[src/rtl/muldiv_unit_if.sv]
// Request/result bundle between the issue front-end and the iterative multiply/divide unit.
// The front-end drives the operation fields; the unit returns status and writeback data.
interface muldiv_unit_if;
  logic        start;
  logic        op;
  logic [15:0] opA;
  logic [15:0] opB;
  logic [3:0]  dest;
  logic        flush;
  logic        busy;
  logic        done;
  logic [15:0] resLo;
  logic [15:0] resHi;
  logic [3:0]  wbDest;
  logic [1:0]  regWrite;

  modport master (
    output start, op, opA, opB, dest, flush,
    input  busy, done, resLo, resHi, wbDest, regWrite
  );

  modport slave (
    input  start, op, opA, opB, dest, flush,
    output busy, done, resLo, resHi, wbDest, regWrite
  );
endinterface

[src/rtl/muldiv_unit.sv]
// 16x16 unsigned shift-add multiplier / restoring divider, one bit per cycle.
// Results are written back through a one-cycle DONE pulse.
module muldiv_unit (
  input  logic          clk,
  input  logic          reset,
  muldiv_unit_if.slave  bus
);

  typedef enum logic [1:0] {IDLE, RUN, DONE} state_e;

  state_e      state_q;
  logic        op_q;
  logic [15:0] b_q;        // multiplicand (multiply) or divisor (divide)
  logic [16:0] hi_q;       // product high half or partial remainder
  logic [15:0] lo_q;       // multiplier / product low half, or dividend / quotient
  logic [4:0]  count_q;
  logic [3:0]  dest_q;
  logic [15:0] res_lo_q;
  logic [15:0] res_hi_q;
  logic [3:0]  wb_dest_q;

  logic [16:0] mul_sum;
  logic [16:0] div_shift;
  logic [17:0] div_trial;
  logic [16:0] hi_d;
  logic [15:0] lo_d;

  // One iteration of whichever algorithm is in flight.
  always_comb begin
    mul_sum   = {1'b0, hi_q[15:0]} + (lo_q[0] ? {1'b0, b_q} : 17'd0);
    div_shift = {hi_q[15:0], lo_q[15]};
    div_trial = {1'b0, div_shift} - {2'b00, b_q};
    if (op_q) begin
      if (!div_trial[17]) begin
        hi_d = div_trial[16:0];
        lo_d = {lo_q[14:0], 1'b1};
      end else begin
        hi_d = div_shift;
        lo_d = {lo_q[14:0], 1'b0};
      end
    end else begin
      hi_d = {1'b0, mul_sum[16:1]};
      lo_d = {mul_sum[0], lo_q[15:1]};
    end
  end

  // NOTE: every register here uses <= so all state updates see pre-edge values,
  // and the datapath is reset too because it is small and keeps the outputs defined.
  always_ff @(posedge clk) begin
    if (!reset) begin
      state_q   <= IDLE;
      op_q      <= 1'b0;
      b_q       <= '0;
      hi_q      <= '0;
      lo_q      <= '0;
      count_q   <= '0;
      dest_q    <= '0;
      res_lo_q  <= '0;
      res_hi_q  <= '0;
      wb_dest_q <= '0;
    end else begin
      case (state_q)
        IDLE: begin
          if (bus.start && !bus.flush) begin
            op_q    <= bus.op;
            b_q     <= bus.op ? bus.opB : bus.opA;
            lo_q    <= bus.op ? bus.opA : bus.opB;
            hi_q    <= '0;
            dest_q  <= bus.dest;
            count_q <= 5'd16;
            if (bus.op && (bus.opB == 16'd0)) begin
              res_lo_q  <= 16'hFFFF;
              res_hi_q  <= bus.opA;
              wb_dest_q <= bus.dest;
              state_q   <= DONE;
            end else begin
              state_q <= RUN;
            end
          end
        end
        RUN: begin
          if (bus.flush) begin
            state_q <= IDLE;
          end else begin
            hi_q    <= hi_d;
            lo_q    <= lo_d;
            count_q <= count_q - 5'd1;
            if (count_q == 5'd1) begin
              res_lo_q  <= lo_d;
              res_hi_q  <= hi_d[15:0];
              wb_dest_q <= dest_q;
              state_q   <= DONE;
            end
          end
        end
        DONE: begin
          count_q <= '0;
          state_q <= IDLE;
        end
        default: state_q <= IDLE;
      endcase
    end
  end

  // A flush during DONE must squash the writeback in the same cycle.
  assign bus.done     = (state_q == DONE) && !bus.flush;
  assign bus.regWrite = bus.done ? 2'd2 : 2'd0;
  assign bus.busy     = (state_q != IDLE);
  assign bus.resLo    = res_lo_q;
  assign bus.resHi    = res_hi_q;
  assign bus.wbDest   = wb_dest_q;

endmodule

[src/flat_wrapper.sv]
// flat-port wrapper written by rule: the top's interface ports become plain ports
module muldiv_unit_flat 
  (clk, reset, bus_start, bus_op, bus_opA, bus_opB, bus_dest, bus_flush, bus_busy, bus_done, bus_resLo, bus_resHi, bus_wbDest, bus_regWrite);
  muldiv_unit_if bus_i ();
  input  logic clk;
  input  logic reset;
  input wire logic [$bits(bus_i.start)-1:0] bus_start;
  input wire logic [$bits(bus_i.op)-1:0] bus_op;
  input wire logic [$bits(bus_i.opA)-1:0] bus_opA;
  input wire logic [$bits(bus_i.opB)-1:0] bus_opB;
  input wire logic [$bits(bus_i.dest)-1:0] bus_dest;
  input wire logic [$bits(bus_i.flush)-1:0] bus_flush;
  output wire logic [$bits(bus_i.busy)-1:0] bus_busy;
  output wire logic [$bits(bus_i.done)-1:0] bus_done;
  output wire logic [$bits(bus_i.resLo)-1:0] bus_resLo;
  output wire logic [$bits(bus_i.resHi)-1:0] bus_resHi;
  output wire logic [$bits(bus_i.wbDest)-1:0] bus_wbDest;
  output wire logic [$bits(bus_i.regWrite)-1:0] bus_regWrite;
  assign bus_i.start = bus_start;
  assign bus_i.op = bus_op;
  assign bus_i.opA = bus_opA;
  assign bus_i.opB = bus_opB;
  assign bus_i.dest = bus_dest;
  assign bus_i.flush = bus_flush;
  assign bus_busy = bus_i.busy;
  assign bus_done = bus_i.done;
  assign bus_resLo = bus_i.resLo;
  assign bus_resHi = bus_i.resHi;
  assign bus_wbDest = bus_i.wbDest;
  assign bus_regWrite = bus_i.regWrite;
  muldiv_unit u_core (.clk(clk), .reset(reset), .bus(bus_i));
endmodule
[config.mk]
export PLATFORM = sky130hd
export DESIGN_NAME = muldiv_unit_flat
export DESIGN_NICKNAME = d
export VERILOG_FILES = /design/src/rtl/muldiv_unit_if.sv /design/src/rtl/muldiv_unit.sv /design/src/flat_wrapper.sv
export SDC_FILE = /design/constraint.sdc
export NUM_CORES = 1
export LEC_CHECK = 0
export ABC_AREA = 1
export CORE_ASPECT_RATIO = 0.8
export CORE_MARGIN = 3
export CORE_UTILIZATION = 35
export CTS_BUF_LIST = sky130_fd_sc_hd__clkbuf_8 sky130_fd_sc_hd__clkbuf_16
export CTS_CLUSTER_DIAMETER = 150
export DETAILED_ROUTE_END_ITERATION = 8
export PLACE_DENSITY = 0.51
export SYNTH_ARGS = -nofsm -noshare
export SYNTH_HDL_FRONTEND = slang
export SYNTH_SLANG_ARGS = --single-unit
[constraint.sdc]
create_clock -name clk -period 3.1 [get_ports clk]
set_clock_uncertainty 0.1 [all_clocks]
set_input_delay 0.775 -clock clk [delete_from_list [all_inputs] [get_ports clk]]
set_output_delay 0.775 -clock clk [all_outputs]
set_load 0.01 [all_outputs]
# Yosys cells after proc, flatten, opt, wreduce, memory -nomap -nowiden
# Cells that the tools add are included.
# word_totals
regBits,96
out_inout_bits,40
elab_cells,72
# classes
eq_ne,8
reduce_logical,14
add_sub_neg,3
muxes,37
# ops
cell,n
two-way mux 16 bit,18
case mux 16 bit (2 select lines),4
subtractor 17 x 16 -> 18 bit,1
adder 16 x 16 -> 17 bit,1
zero test 16 bit,1
two-way mux 4 bit,4
case mux 5 bit (3 select lines),1
two-way mux 2 bit,5
two-way mux 5 bit,2
case mux 4 bit (2 select lines),1
!= test 2 x 1 -> 1 bit (second input constant),3
AND reduction 3 bit,2
== test 5 x 1 -> 1 bit (second input constant),1
AND reduction 5 bit,1
subtractor 5 x 1 -> 5 bit (second input constant),1
case mux 2 bit (2 select lines),1
AND reduction 2 bit,2
nonzero test 2 bit,2
logical AND 1 bit,3
!= test 3 x 2 -> 1 bit (second input constant),1
nonzero test 3 bit,1
== test 2 x 1 -> 1 bit (second input constant),1
== test 2 bit (second input constant),1
zero test 2 bit,1
3 further kinds,3

# Longest topological paths before layout
# logic_depth
word_depth,6
ltp_mapped,18
depth_no_buf,16

# Worst setup path before layout
# OpenSTA, ideal clock, no wires.
# synth_path
path_type,flip-flop to flip-flop
from,register u_core.lo_q[0]
to,register u_core.hi_q[15]
path_stages_with_launch,19
synth_period_minus_slack_ps,2351
setup_time_ps,128
slack_ps,749
arrival_time_ps,2122
cell_sequence,dfxtp_1 clkbuf_1 clkbuf_1 nand2_1 inv_1 ha_1 fa_1 nand3_1 nand3_1 nand3_1 nand2_1 nand2_1 nand2_1 nand2_1 nand3_1 nand2_1 inv_1 nand2_1 a21oi_1
# synth_via
elab_chain_len,5
# synth_rtl
item,line,source
from (decl),muldiv_unit.sv:15,logic [15:0] lo_q;
from (signal assigned),muldiv_unit.sv:67,lo_q <= bus.op ? bus.opA : bus.opB;
from (signal assigned),muldiv_unit.sv:86,lo_q <= lo_d;
two-way mux 16 bit,muldiv_unit.sv:30,"mul_sum = {1'b0, hi_q[15:0]} + (lo_q[0] ? {1'b0, b_q} : 17'd0);"
adder 16 x 16 -> 17 bit,muldiv_unit.sv:30,
two-way mux 16 bit,muldiv_unit.sv:33,if (op_q) begin
two-way mux 16 bit,muldiv_unit.sv:82,if (bus.flush) begin
case mux 16 bit (2 select lines),muldiv_unit.sv:62,case (state_q)
to (signal assigned),muldiv_unit.sv:85,hi_q <= hi_d;
to (decl),muldiv_unit.sv:14,logic [16:0] hi_q;
# No other way between the ends. The select of a mux whose other input is x is not followed.
# A chain may end at the register's enable or synchronous reset.

# Worst setup path in the final report
# layout_path
from,input port bus_flush
to,output port bus_regWrite[1]
# layout_via
elab_chain_len,3
# layout_rtl
item,line,source
from (decl),flat_wrapper.sv:12,input wire logic [$bits(bus_i.flush)-1:0] bus_flush;
zero test 1 bit,muldiv_unit.sv:106,assign bus.done = (state_q == DONE) && !bus.flush;
logical AND 1 bit,muldiv_unit.sv:106,
two-way mux 2 bit,muldiv_unit.sv:107,assign bus.regWrite = bus.done ? 2'd2 : 2'd0;
to (decl),flat_wrapper.sv:18,output wire logic [$bits(bus_i.regWrite)-1:0] bus_regWrite;
# No other way between the ends.

==> results.md <==
- Status: finished clean
- Number of inserted filler cells in the final layout: 2024
- Hold buffers post-CTS: 0
- Pwr Density: 692 mW/mm^2
- Chip Height: 130 um
- Gate count after technology mapping: 1080
- Antenna violations before repair: 0
- Final count of negative-setup-slack endpoints: 0
- Share of flip-flops with an asynchronous set or reset: 0
- Detailed router's first-iteration violation count: 500
- Largest cells by area after synthesis: sky130_fd_sc_hd__dfxtp_1 (29%), sky130_fd_sc_hd__nand2_1 (14%), sky130_fd_sc_hd__a21oi_1 (11%)
- Max clock buf depth: 2
- Peak VDD IR: 0.286 mV
- Total negative slack for setup checks: 0 ps
- Floorplan die width: 161 um
- Core Footprint: 0.0185 sq mm
- Post-synthesis instance area: 0.00673 sq mm
- Routed met2 length: 9240 um
- Metal-1 WL: 11800 um
- Final net count: 1224
- Total length of routed met3 wires: 1340 um
- Leading cell type by number of instances after synthesis: sky130_fd_sc_hd__nand2_1
- Proportion of power drawn by the clock network: 0.206
- Layout area overhead: 20.5%
- TritonCTS buffer count: 9
- Number of buffers inserted by post-CTS setup repair: 0
- Relative max-transition margin: 0.622
- Fraction of synthesized cell area taken by the top area cell type: 0.285
- Reg clk slew, reported paths: 70 ps
- Grt ovf: 0
- Type of the worst setup path: in2out
- Distinct cell type count after synthesis: 41
- Hold/Removal Path Class: reg2reg
- Net load switching power: 2.49 mW
- Starting density of the core: 0.364
- Highest metal layer with signal wires: met4
- Count of placed standard cells in the final layout, fillers left out: 1401
- GRT Total Usage: 0.215
- Highest Clock Rate: 348 MHz
- Number of synthesized register bits: 96
- Critical path data arrival time: 2000 ps
- Leak: 3.82 nW
- ANT nets after route: 0
- Largest fanout on the critical path: 4
- Aggregate routed wire length: 22500 um
- Average cell area after synthesis: 6.23 sq um
- Setup repair after global routing missed its margin: false
- Min cycle time layout: 2870 ps
- Switching Fraction: 0.443
- Flop pwr share: 0.289
- Wire length of the first global-routing pass: 35600 um
- Clock root buffer master: sky130_fd_sc_hd__clkbuf_16
- # Max-Cap Violations: 0
- Ports: 81
- CP Data Required Time: 2220 ps
- CTS tree: done
- Routed wirelength normalized by instance count: 16.1 um
- Final GP Congestion: 0.960
- Port Buffers: 79
- Sequential fraction of the synthesis area: 0.285
- N_diodes: 0
- Net Count, Synth: 1161
- Die ar.: 0.0209 sq mm
- Vias in the first global route: 6406
- Leading area contributor after synthesis: sky130_fd_sc_hd__dfxtp_1
- Worst-skew pair later-pin latency: 350 ps
- Dominant synthesized flop cell: sky130_fd_sc_hd__dfxtp_1
- Slew @ Worst Pin: 561 ps
- Portion of the clock cycle consumed by the worst path in the final layout: 0.926
- Type of origin of the critical path: primary input
- Routed via count divided by cell count: 4.94
- EDFF count, synth: 0
- Internal power of the cells: 3.12 mW
- Synth Warn #: 0
- Final routed DRC violation total: 0
- Num rows: 44
- Ratio of cells with drive above 1 in the final layout: 0.0662
- Most numerous cell types in the synthesized netlist: sky130_fd_sc_hd__nand2_1 (255), sky130_fd_sc_hd__a21oi_1 (147), sky130_fd_sc_hd__inv_1 (142)
- Gates resized, CTS repair: 0
- Critical path endpoint category: output port
- Placed wire-length estimate after detailed placement: 17000 um
- Depth of the CTS H-tree: 3
- Fraction of power consumed by combinational cells: 0.505
- Maximum number of pins on one net before global-route repair: 65
- TritonCTS sink count: 96
- Placed Cells: 1385
- Max Transition Viols Final: 0
- Number of hold violations in the final report: 0
- Via Count: 6916
- Length of the first detailed-routing pass in iterations: 5
[cell families after synthesis]
| kind of cell | share of synthesized area |
|---|---|
| AOI/OAI and AO/OA | 0.203 |
| xor gates and xnor gates | 0.0156 |
| DFF | 0.285 |
| and+or+nand+nor | 0.299 |
| buffers and inverters | 0.119 |
| adders and majority gates | 0.0766 |
| other | 0.000557 |
[area by class of cell]
type / instances / area, sq um / area share
clock buffers: 9 / 225 / 0.0278
clock inverters: 7 / 77.6 / 0.00956
inverters: 148 / 556 / 0.0685
multi-input cells: 784 / 4010 / 0.494
flip-flops and latches: 96 / 1920 / 0.237
well taps: 253 / 317 / 0.0390
repair buffers: 104 / 1010 / 0.124
[state kept, by name, indices dropped and copies added (netlist names)]
name / cells
u_core.hi_q: 16
u_core.state_q: 2
u_core.bus.wbDest: 4
u_core.bus.resHi: 16
u_core.op_q: 1
u_core.dest_q: 4
u_core.bus.resLo: 16
u_core.lo_q: 16
u_core.b_q: 16
u_core.count_q: 5
[final timing paths]
path	startpoint	to	cells after the start	slack (ps)
max reg2reg	u_core.b_q[10]$_SDFFE_PN0P_	u_core.bus.resHi[5]$_SDFFE_PN0P_	11	270
min reg2reg	u_core.lo_q[15]$_SDFFE_PN0P_	u_core.lo_q[15]$_SDFFE_PN0P_	2	370
min	u_core.lo_q[15]$_SDFFE_PN0P_	u_core.lo_q[15]$_SDFFE_PN0P_	2	370
max	bus_flush	bus_regWrite[1]	3	230
[layer usage]
metal,vias to the layer above,global-route usage
met5,-,0
met4,0,0.0349
met3,12,0.0349
met2,164,0.319
met1,3111,0.332
li1,3629,-
[per-stage QoR]
stage	worst slack, ps	cell area [sq um]	hold slack [ps]	power, mW	utilization
after detailed placement	203	7810	361	4.47	0.422
after global routing	101	8110	383	6.09	0.439
final	229	8110	368	5.61	0.439
after CTS	201	8110	372	5.65	0.439
after global placement	192	7810	354	4.47	0.422
after floorplan	749	6730	335	3.57	-
[cells in the final DEF, fill, tap and decap left out, types with 9 or more instances in the layout]
cell,netlist,layout
sky130_fd_sc_hd__xor2_1,10,10
sky130_fd_sc_hd__ha_1,38,37
sky130_fd_sc_hd__a21oi_1,147,147
sky130_fd_sc_hd__nor2_1,83,83
sky130_fd_sc_hd__clkbuf_16,0,9
sky130_fd_sc_hd__nand2_1,255,255
sky130_fd_sc_hd__nand3_1,82,82
sky130_fd_sc_hd__nand3_2,11,11
sky130_fd_sc_hd__dfxtp_1,96,96
sky130_fd_sc_hd__clkdlybuf4s50_1,0,77
sky130_fd_sc_hd__o21ai_0,99,99
sky130_fd_sc_hd__buf_4,3,22
sky130_fd_sc_hd__inv_1,142,142
[power groups by stage]
stage	clock [mW]	sequential, mW	combinational, mW
floorplan	0	1.62	1.95
global placement	0	1.65	2.83
CTS	1.20	1.62	2.84
detailed placement	0	1.64	2.82
global route	1.23	1.65	3.21
finish	1.16	1.62	2.83
[worst max-delay path: stages]
cell and delay (ps):
sky130_fd_sc_hd__clkdlybuf4s50_1 480, sky130_fd_sc_hd__nor2_1 180, sky130_fd_sc_hd__clkdlybuf4s50_1 560
Note: power is estimated with default switching activity, not from simulation.
==> RTL change 1 (same settings) <==
The 3 states of `state_e` get a one-hot encoding in 3 bits.
--- a/src/rtl/muldiv_unit.sv
+++ b/src/rtl/muldiv_unit.sv
@@ -6,7 +6,7 @@
   muldiv_unit_if.slave  bus
 );
 
-  typedef enum logic [1:0] {IDLE, RUN, DONE} state_e;
+  typedef enum logic [2:0] {IDLE = 3'b001, RUN = 3'b010, DONE = 3'b100} state_e;
 
   state_e      state_q;
   logic        op_q;
Behaviour: no difference found for any inputs over 10 cycles, from zero or initial values and one cycle with reset low; not proved beyond that.
==> RTL change 1 against the original RTL <==
- clock power up 14%
- sequential power up 14%
- combinational power up 57%
- wire length down 3.8%
- worst setup slack better by 0.033 ns
- core utilization down 0.095 points
- cell area down 1.4%
- power up 36%
- fmax up 1.2%
- count of clock-buffer cells in the layout up 2
- synthesized area down 2.3%
- sequential cell count up 1
- critical path type unchanged
- critical endpoint unchanged
- largest cell class unchanged
- largest power group unchanged
==> RTL change 1: results (changes against the original RTL) <==
- Status: completed (unchanged)
- First DRT Iteration DRCs: 397 (was 500)
- Post-synth cell types: 38 (was 41)
- Post-synthesis adder-cell area fraction: 7.07% (was 7.66%)
- Post-synthesis compound-gate area fraction: 20.6% (was 20.3%)
- Tot GR Track Use: 21.1% (was 21.5%)
- Worst r2r src: u_core.b_q[8]$_SDFFE_PN0P_ (was u_core.b_q[10]$_SDFFE_PN0P_)
- Final #Nets: 1204 (was 1224)
- Post-synthesis xor/xnor area fraction: 1.46% (was 1.56%)
- RR Endpoint: u_core.hi_q[8]$_SDFFE_PN0P_ (was u_core.bus.resHi[5]$_SDFFE_PN0P_)
- HPWL Detailed: 16500 µm (was 17000 µm)
- Worst EP arrival: 1.96 ns (was 2.00 ns)
- Largest net degree at the start of global routing: 61 (was 65)
- VDD IR max: 0.000437 V (was 0.000286 V)
- Top cells by count, synth: 276 x nand2_1, 122 x inv_1, 116 x o21ai_0 (was 255 x nand2_1, 147 x a21oi_1, 142 x inv_1)
- Sequential fraction of the synthesis area: 29.5% (was 28.5%)
- Share of cells above drive strength 1: 4.69% (was 6.62%)
- GPL Wtd Cong: 0.870 (was 0.960)
- Max FO, Critical Path: 5 (was 4)
- Number of global-route vias before repair: 6372 (was 6406)
- CTS root buffer: clkbuf_16 (unchanged)
- Relative slew slack: 40.5% (was 62.2%)
- Antenna violations before repair: 1 (was 0)
- Reg2Reg Depth: 13 (was 11)
- R2r setup slk: 0.42 ns (was 0.27 ns)
- Hold Path Sink: u_core.bus.resLo[4]$_SDFFE_PN0P_ (was u_core.lo_q[15]$_SDFFE_PN0P_)
- Post-Syn Nets: 1146 (was 1161)
- Crit path launch: bus_flush (unchanged)
- Placed inst area: 0.00765 mm² (was 0.00781 mm²)
- Drt wl/cell: 15.6 µm (was 16.1 µm)
- Global-route wire length before repair: 34900 µm (was 35600 µm)
- Setup crit end: bus_regWrite[1] (unchanged)
- Area contributors post-synth: dfxtp_1 30%, nand2_1 16%, o21ai_0 8.8% (was dfxtp_1 29%, nand2_1 14%, a21oi_1 11%)
- Hold path start: u_core.bus.resLo[4]$_SDFFE_PN0P_ (was u_core.lo_q[15]$_SDFFE_PN0P_)
==> RTL change 1: cell count changes after synthesis, moves of 11 or more <==
cell / unedited run / this run
nand3_2: 11 / 0
o21ai_1: 2 / 27
a21oi_1: 147 / 94
nand2_1: 255 / 276
inv_1: 142 / 122
o21ai_0: 99 / 116
==> RTL change 1: worst max-delay path, stage by stage <==
cell and delay [ns]:
clkdlybuf4s50_1 0.47, nor2_1 0.16, clkdlybuf4s50_1 0.56
==> RTL change 1: metrics by stage <==
step | setup slack [ns] | instances | hold slack [ns]
6_report | 0.263 | 1384 | 0.381
5_1_grt | 0.178 | 1384 | 0.401
4_1_cts | 0.258 | 1384 | 0.385
3_5_place_dp | 0.243 | 1369 | 0.371
3_3_place_gp | 0.276 | 1369 | 0.370
2_1_floorplan | 0.775 | 1069 | 0.348
==> RTL change 1: layer usage <==
metal  wire, µm  GRT usage, %  vias up
met4        203          3.96        2
met2       9090          32.1      162
met3        970          3.86       19
met5         13             0        -
li1           -             -     3605
met1      11400          31.5     3189
==> RTL change 1: area by class of cell <==
class / count / area [µm²]
Multi-Input combinational cell: 792 / 3930
Tap cell: 253 / 317
Fill cell: 2037 / 10300
Timing Repair Buffer: 99 / 973
Sequential cell: 97 / 1940
Clock buffer: 11 / 253
Clock inverter: 4 / 98.8
Inverter: 128 / 480
==> RTL change 1: power by group <==
| group | internal, µW | leakage (µW) | total, µW | switching [µW] |
|---|---|---|---|---|
| Clock | 831 | 0.000172 | 1320 | 487 |
| Combinational | 1590 | 0.00272 | 4450 | 2860 |
| Sequential | 1600 | 0.000797 | 1840 | 244 |
==> RTL change 1: kinds of logic after synthesis <==
group,count (synthesis)
xor gates and xnor gates,11
other,1
buffers and inverters,180
AOI/OAI and AO/OA,260
adders and majority gates,36
and+or+nand+nor,484
DFF,97
==> RTL change 2 (same flow settings) <==
Without the edit above. Make the reset (`reset`) asynchronous in one clocked block.
--- a/src/rtl/muldiv_unit.sv
+++ b/src/rtl/muldiv_unit.sv
@@ -46,7 +46,7 @@
 
   // NOTE: every register here uses <= so all state updates see pre-edge values,
   // and the datapath is reset too because it is small and keeps the outputs defined.
-  always_ff @(posedge clk) begin
+  always_ff @(posedge clk or negedge reset) begin
     if (!reset) begin
       state_q   <= IDLE;
       op_q      <= 1'b0;
Behaviour: differs if reset is asserted again (counterexample within 4 cycles, from zero or initial values and one cycle with reset low); with reset held inactive, the same outputs for 10 cycles.
==> RTL change 2 against the original RTL <==
- wire length down 2.1%
- power grew 54%
- cell count decreased by 1.3%
- cell area grew 3.1%
- sequential cell count is the same
- sequential power increased by 38%
- core utilization down 0.54 points
- worst setup slack better by 0.050 ns
- synthesized area is 4.2% higher
- critical endpoint is now bus_done
==> RTL change 2: results (changes against the original RTL) <==
- Drt pass-1 iters: 5 (unchanged)
- Largest net degree at the start of global routing: 64 (was 65)
- Met2 wire length: 9500 µm (was 9240 µm)
- RR Endpoint: u_core.hi_q[11]$_DFFE_PN0P_ (was u_core.bus.resHi[5]$_SDFFE_PN0P_)
- Fin area: 0.00836 mm² (was 0.00811 mm²)
- Status: completed (unchanged)
- Period utilization: 91.0% (was 92.6%)
- Post-Route M1 WL: 11200 µm (was 11800 µm)
- Tot GR Track Use: 20.3% (was 21.5%)
- Worst r2r src: u_core.hi_q[0]$_DFFE_PN0P_ (was u_core.b_q[10]$_SDFFE_PN0P_)
- DRC violations left: 0 (unchanged)
- Clk pin slew, worst setup/hold paths: 0.07 ns (about the same)
- Final #Nets: 1201 (was 1224)
- Post-synthesis adder-cell area fraction: 7.35% (was 7.66%)
- Setup bufs post-CTS: 0 (unchanged)
- Met3 wire len: 1090 µm (was 1340 µm)
- Lkg Pwr: 0.00427 µW (was 0.00382 µW)
- Post-Syn Area per Cell: 6.64 µm² (was 6.23 µm²)
- Grt met1 use: 30.9% (was 33.2%)
- Crit path launch: bus_flush (unchanged)
- Worst hold slack: 0.334 ns (was 0.368 ns)
- # fillers: 2055 (was 2024)
- GPL Wtd Cong: 0.887 (was 0.960)
- Worst EP arrival: 1.95 ns (was 2.00 ns)
- First DRT Iteration DRCs: 476 (was 500)
- Dpl ws: 0.0871 ns (was 0.203 ns)
- Post-synthesis compound-gate area fraction: 16.1% (was 20.3%)
- Top layer in use: met4 (unchanged)
- Setup crit end: bus_done (was bus_regWrite[1])
- Vias/cell: 5.01 (was 4.94)
- Hold Crit Class: input pin to async pin (was register to register)
- Max FO, Critical Path: 4 (unchanged)
- Post-Syn Nets: 1137 (was 1161)
- Final WL: 22000 µm (was 22500 µm)
- Ys flop type: dfrtp_1 (was dfxtp_1)
- HPWL Detailed: 16700 µm (was 17000 µm)
- Met3 usage: 3.51% (was 3.49%)
- Top cells by count, synth: 296 x nand2_1, 153 x inv_1, 103 x nand3_1 (was 255 x nand2_1, 147 x a21oi_1, 142 x inv_1)
- Async SR Flop Fraction: 100% (was 0%)
- Met2 Use GR: 30.3% (was 31.9%)
- CP max stage cell: clkdlybuf4s50_1 (unchanged)
- Sequential fraction of the synthesis area: 34.2% (was 28.5%)
- Global-route wire length before repair: 35300 µm (was 35600 µm)
- Worst Tran Pin Value: 0.669 ns (was 0.561 ns)
- CTS buffer count: 9 (unchanged)
- Reg2Reg Depth: 12 (was 11)
- Via count: 6928 (was 6916)
- R2r setup slk: 0.32 ns (was 0.27 ns)
- VDD IR max: 0.000484 V (was 0.000286 V)
- Placed inst area: 0.00810 mm² (was 0.00781 mm²)
- Share of cells above drive strength 1: 4.36% (was 6.62%)
- Post-synth cell types: 38 (was 41)
- Number of global-route vias before repair: 6533 (was 6406)
- Area contributors post-synth: dfrtp_1 34%, nand2_1 16%, inv_1 8.2% (was dfxtp_1 29%, nand2_1 14%, a21oi_1 11%)
- Clk buf depth: 2 (unchanged)
- Post-synthesis xor/xnor area fraction: 1.25% (was 1.56%)
- Number of placed instances, taps included: 1367 (was 1385)
RTL change 2: cell types whose count changed after synthesis, moves of 16 or more:
cell	change
nand3_1	+21
a21oi_1	-57
dfxtp_1	-96
nand2_1	+41
dfrtp_1	+96
o21ai_0	-16
nor2_1	-17
RTL change 2: report_power, final:
group	total, µW	leakage (µW)	internal [µW]	switching, µW
clock	1030	0.000134	537	496
combinational	5380	0.00297	2020	3360
sequential	2240	0.00117	1840	392
RTL change 2: worst register-to-register path, stage by stage (launching register included):
cell and delay (ns):
dfrtp_1 0.46, ha_1 0.33, inv_1 0.09, fa_1 0.41
o21ai_0 0.44, nand3_1 0.21, nand3_1 0.16, nand2_1 0.06
nand3_1 0.06, nand2_1 0.07, inv_1 0.07, nand2_1 0.11
o21ai_1 0.14
RTL change 2: area by class of cell:
class                   count  share of cell area (%)
clock buffers               9                    2.69
well taps                 258                    3.86
flip-flops and latches     96                    28.7
inverters                 156                    7.00
clock inverters             7                   0.494
multi-input cells         759                    45.7
repair buffers             98                    11.5
